### src/rtl/pipeline_ctrl.sv
// pipeline_ctrl -- hazard and stall controller for a 5-stage in-order pipeline.
//
// Decides each cycle which pipeline registers load, which get flushed to a
// bubble, and whether a data-memory access is outstanding.  A data access
// that is not completed is waited on (MEM_WAIT).  If it is still incomplete
// after TIMEOUT wait cycles, the controller parks in FAULT until reset.
//
// Parameters
//   TIMEOUT  max MEM_WAIT cycles before fault (1..65535)
//   CNT_W    width of the stall_cycles counter
// Ports
//   clk, rst                  clock, synchronous active-high reset
//   id_rs1, id_rs2            source regs of the instruction in ID
//   ex_memread, ex_rd         load in EX and its destination
//   ex_branch_taken           branch/jump resolved taken in EX
//   mem_access, dmem_ready    MEM-stage access and memory completion
//   dmem_req                  data-memory request
//   pc_en, en_*               PC and pipeline register load enables
//   flush_ifid, flush_idex    bubble-insert controls
//   fault                     sticky memory-timeout indication
//   stall_cycles              saturating count of cycles with pc_en low
module pipeline_ctrl #(
   parameter int unsigned TIMEOUT = 255,
   parameter int unsigned CNT_W   = 32
) (
   input  logic             clk,
   input  logic             rst,
   input  logic [4:0]       id_rs1,
   input  logic [4:0]       id_rs2,
   input  logic             ex_memread,
   input  logic [4:0]       ex_rd,
   input  logic             ex_branch_taken,
   input  logic             mem_access,
   input  logic             dmem_ready,
   output logic             dmem_req,
   output logic             pc_en,
   output logic             en_ifid,
   output logic             en_idex,
   output logic             en_exmem,
   output logic             en_memwb,
   output logic             flush_ifid,
   output logic             flush_idex,
   output logic             fault,
   output logic [CNT_W-1:0] stall_cycles
);

   typedef enum logic [1:0] {
      RUN      = 2'd0,
      MEM_WAIT = 2'd1,
      FAULT    = 2'd2
   } state_t;

   // Control bundle driven out of the combinational decode.
   typedef struct packed {
      logic req;
      logic pc;
      logic ifid;
      logic idex;
      logic exmem;
      logic memwb;
      logic fl_ifid;
      logic fl_idex;
   } ctl_t;

   localparam logic [15:0]      TO      = 16'(TIMEOUT);
   localparam logic [CNT_W-1:0] CNT_ONE = {{(CNT_W-1){1'b0}}, 1'b1};

   state_t      state;
   logic [15:0] wait_cnt;
   ctl_t        ctl;
   logic        load_use;
   logic        mem_stall;

   // A load in EX whose result is needed by ID; x0 is hardwired so never hazards.
   assign load_use  = ex_memread && (ex_rd != 5'd0) &&
                      ((ex_rd == id_rs1) || (ex_rd == id_rs2));

   // Memory stall freezes everything. In MEM_WAIT the access is still pending
   // regardless of what mem_access shows, so only dmem_ready releases it.
   assign mem_stall = !dmem_ready &&
                      (((state == RUN) && mem_access) || (state == MEM_WAIT));

   always_comb begin
      ctl = '0;
      if (!rst) begin
         case (state)
            RUN, MEM_WAIT: begin
               ctl.req = (state == MEM_WAIT) || mem_access;
               if (!mem_stall) begin
                  ctl.pc    = 1'b1;
                  ctl.ifid  = 1'b1;
                  ctl.idex  = 1'b1;
                  ctl.exmem = 1'b1;
                  ctl.memwb = 1'b1;
                  if (ex_branch_taken) begin
                     // Wrong-path instructions in IF/ID and ID/EX are squashed;
                     // this also drops any load-use stall for that ID instruction.
                     ctl.fl_ifid = 1'b1;
                     ctl.fl_idex = 1'b1;
                  end else if (load_use) begin
                     // Hold PC and IF/ID, send a bubble into EX.
                     ctl.pc      = 1'b0;
                     ctl.ifid    = 1'b0;
                     ctl.fl_idex = 1'b1;
                  end
               end
            end
            default: ctl = '0;  // FAULT: frozen, no request
         endcase
      end
   end

   assign dmem_req   = ctl.req;
   assign pc_en      = ctl.pc;
   assign en_ifid    = ctl.ifid;
   assign en_idex    = ctl.idex;
   assign en_exmem   = ctl.exmem;
   assign en_memwb   = ctl.memwb;
   assign flush_ifid = ctl.fl_ifid;
   assign flush_idex = ctl.fl_idex;

   // Gated by rst so the indication drops in the reset cycle itself.
   assign fault = (state == FAULT) && !rst;

   always_ff @(posedge clk) begin
      if (rst) begin
         state        <= RUN;
         wait_cnt     <= 16'd0;
         stall_cycles <= '0;
      end else begin
         if (!pc_en && (stall_cycles != {CNT_W{1'b1}}))
            stall_cycles <= stall_cycles + CNT_ONE;

         case (state)
            RUN: begin
               if (mem_access && !dmem_ready) begin
                  state    <= MEM_WAIT;
                  wait_cnt <= 16'd1;
               end
            end
            MEM_WAIT: begin
               // Completion on the timeout cycle still counts as success.
               if (dmem_ready) begin
                  state    <= RUN;
                  wait_cnt <= 16'd0;
               end else if (wait_cnt == TO) begin
                  state <= FAULT;
               end else begin
                  wait_cnt <= wait_cnt + 16'd1;
               end
            end
            FAULT: state <= FAULT;
            default: begin
               state    <= RUN;
               wait_cnt <= 16'd0;
            end
         endcase
      end
   end

endmodule

### config.mk
export PLATFORM = sky130hd
export DESIGN_NAME = pipeline_ctrl
export DESIGN_NICKNAME = d
export VERILOG_FILES = /design/src/rtl/pipeline_ctrl.sv
export SDC_FILE = /design/constraint.sdc
export NUM_CORES = 1
export LEC_CHECK = 0
export CAP_MARGIN = 15
export CORE_MARGIN = 2
export CORE_UTILIZATION = 46
export DETAILED_ROUTE_END_ITERATION = 8
export PLACE_DENSITY = 0.76
export SYNTH_ARGS = -nofsm -noshare
export SYNTH_HDL_FRONTEND = slang
export SYNTH_SLANG_ARGS = --single-unit
### constraint.sdc
create_clock -name clk -period 1.95 [get_ports clk]
set_input_delay 0.2925 -clock clk [delete_from_list [all_inputs] [get_ports clk]]
set_output_delay 0.2925 -clock clk [all_outputs]
set_load 0.005 [all_outputs]
==> reports/metrics.cfg <==
[clock_network]
cts_num_sinks = 50
cts-root-buf = clkbuf_8
path_clk_slew_ns = 0.10
clock_latency_ns = 0.32
cts_made_buffers = 5
htreeDepth = 2
cts_tree = yes
clock_path_buffers = 2

[floorplan]
core_mm2 = 0.005851
rows = 28
initial_core_util_pct = 46.96
die_area_mm2 = 0.006607
pin_count = 62
fp.dieW_um = 81.29
fp.dieH_um = 81.29

[detailed_routing]
wire_per_inst_um = 17.67
drc = 0
first_pass_iters = 5
drt_wl_total_mm = 9.540
drtIter0Drc = 218
viasPerCell = 5.850
ant_nets = 0
num_vias = 3159

[final_layout]
num-fill-cells = 361
multiInputGateArea_mm2 = 0.001942
diodes = 0
areaGrowthSynthToFinish_pct = 63.25
nNetsFinal = 487
fin_util_pct = 76.67
layout-drive-gt1-share_pct = 32.69
regArea_mm2 = 0.001010
fin_cells = 540

[yosys]
synth_edf_count = 0
synthesis.nets = 359
synthTopCellsByArea = dfxtp_1, or3_1, a21oi_1, o21ai_0, xnor2_1
synth_area_mm2 = 0.002748
syn_avg_cell_area_um2 = 8.177
syn_inst = 336
synth.distinct_cells = 46
yosys-top-cells-count = dfxtp_1, a21oi_1, nor2_1, o21ai_0, or3_1
synthArstFlopShare_pct = 0
synth-seq-area-share_pct = 36.43
yosysWarnings = 0
ys_seq_elements = 50
synthFlopType = dfxtp_1
yosys.area.top_type = dfxtp_1
synth_top_area_share_pct = 36.43
yosysMostFrequentCell = dfxtp_1

[global_route]
grt_use_met2_pct = 45.57
gr-usage-met3_pct = 5.111
busiest_layer = met2
antenna_found_initial = 0
grt.overflow.total = 0
track_usage_pct = 26.04
grt_max_degree = 37
grt_pass1_wl_mm = 13.43
grt_pass1_vias = 2970
grtUsageMet1_pct = 31.69

[sta]
slew_violations = 0
max_freq_mhz = 487.2
slew_headroom_pct = 61.96
finClkSkew_ns = 0.004511
setup_viol = 23
timing.hold.ws_ns = 0.5217
setup_tns_ns = -1.020
worstMarginPinSlew_ns = 0.5681
hold_viol = 0
min_period_ns = 2.052
min_period_over_period_pct = 105.3
rsz0062_at_grt = yes
worst_slack_ns = -0.1024

[placement]
portBuffers = 61
dp_cells = 512
pre_cts_ws_ns = -0.8030
routabilityCongestion = 0.8183
dp_hpwl_mm = 5.212

[setup_path]
cp-start-kind = register
required_ns = 2.16
path_common_cell = buf_6
max_stage_delay_ns = 0.54
end_kind = register
worstPathBufferInverterCount = 2
cp.arrival_ns = 2.26
worstSetupPathType = reg2reg
cp_cell_sequence = or4_4, nor4_4, buf_6, a31o_4, buf_6, nor3_4, xnor2_1, nor2_1
crit_path_top_delay_cell = or4_4
critPathTopFamily = simple AND/OR/NAND/NOR gates
path_max_fanout = 5

[outcome]
failed_checks = negative setup slack
status = finished, violations left

[run]
cap_violations = 0

[power_and_ir_drop]
power_density_mw_per_mm2 = 505.8
leakage_nw = 1.729
peakVddDrop_mv = 0.4423

[min_path]
hp-class = in2reg

-- routing by layer --
metal | part of all wire (%) | vias up
met1 | 38 | 1496
met2 | 53 | 150
met3 | 6.9 | 22
met5 | 0 | -
met4 | 2.7 | 0
li1 | - | 1491
-- power by group --
part / switching, mW / internal, mW / leakage [nW]
logic: 0.214 / 0.246 / 1.27
clock network: 0.387 / 0.384 / 0.0514
registers: 0.00761 / 1.03 / 0.407
-- placed cells by master, fill, tap and decap left out, drive strengths merged, types with 11 or more instances in the layout --
| master | count |
|---|---|
| buf | 76 |
| dfxtp | 50 |
| clkdlybuf4s50 | 36 |
| a21oi | 32 |
| nor2 | 31 |
| o21ai | 30 |
| or3 | 27 |
| nand3 | 20 |
| nand4 | 19 |
| nand2 | 18 |
| xnor2 | 14 |
| xor2 | 11 |
| dlymetal6s2s | 11 |
-- through the flow --
stage / cell area, µm² / total power, mW
after floorplan: 2748 / 1.209
final: 4486 / 2.269
after detailed placement: 3789 / 1.362
after global routing: 4486 / 2.338
after global placement: 3789 / 1.354
after CTS: 4144 / 2.170
-- cell families after synthesis --
| group | after synthesis | share of synthesized area, % |
|---|---|---|
| buffers and inverters | 20 | 4.053 |
| AND/OR/NAND/NOR | 161 | 34.02 |
| XOR/XNOR | 25 | 7.969 |
| AO/OA/AOI/OAI | 76 | 15.85 |
| flip-flops | 50 | 36.43 |
| multiplexers | 2 | 0.7741 |
| adder cells (fa/ha/maj) | 2 | 0.9106 |
-- sequential cells by signal, indices dropped and copies added, names as in the netlist --
register      cells
state             2
wait_cnt         16
stall_cycles     32
-- path summary, 6_finish.rpt --
check / slack, ns / depth (start not counted) / startpoint / end
max reg2reg: -0.10 / 8 / wait_cnt[12] / wait_cnt[8]
max: -0.10 / 8 / wait_cnt[12] / wait_cnt[8]
min: 0.52 / 6 / mem_access / state[0]
min reg2reg: 0.53 / 2 / wait_cnt[15] / wait_cnt[15]
-- worst min-delay path, cell delays in order --
cell	delay, ns
dlymetal6s2s_1	0.14
nor2_2	0.13
buf_4	0.13
nor2_1	0.03
nand2_1	0.05
a21oi_1	0.04
-- what timing repair did --
action	4_1_cts	5_1_grt
hold buffers	0	0
resized for setup	48	80
setup endpoints to repair	53	53
buffers inserted	12	5
cloned	3	1
pin swaps	16	55
-- layout make-up --
cell class                 instances  area share [%]
clock inverter                     2          0.8368
sequential                        50           22.51
inverter                           4          0.3347
tap                               75           2.092
timing repair buffer             136           29.32
clock buffer                       6           1.618
multi-input combinational        267           43.29
No activity file was read; power rests on OpenSTA's default activity.
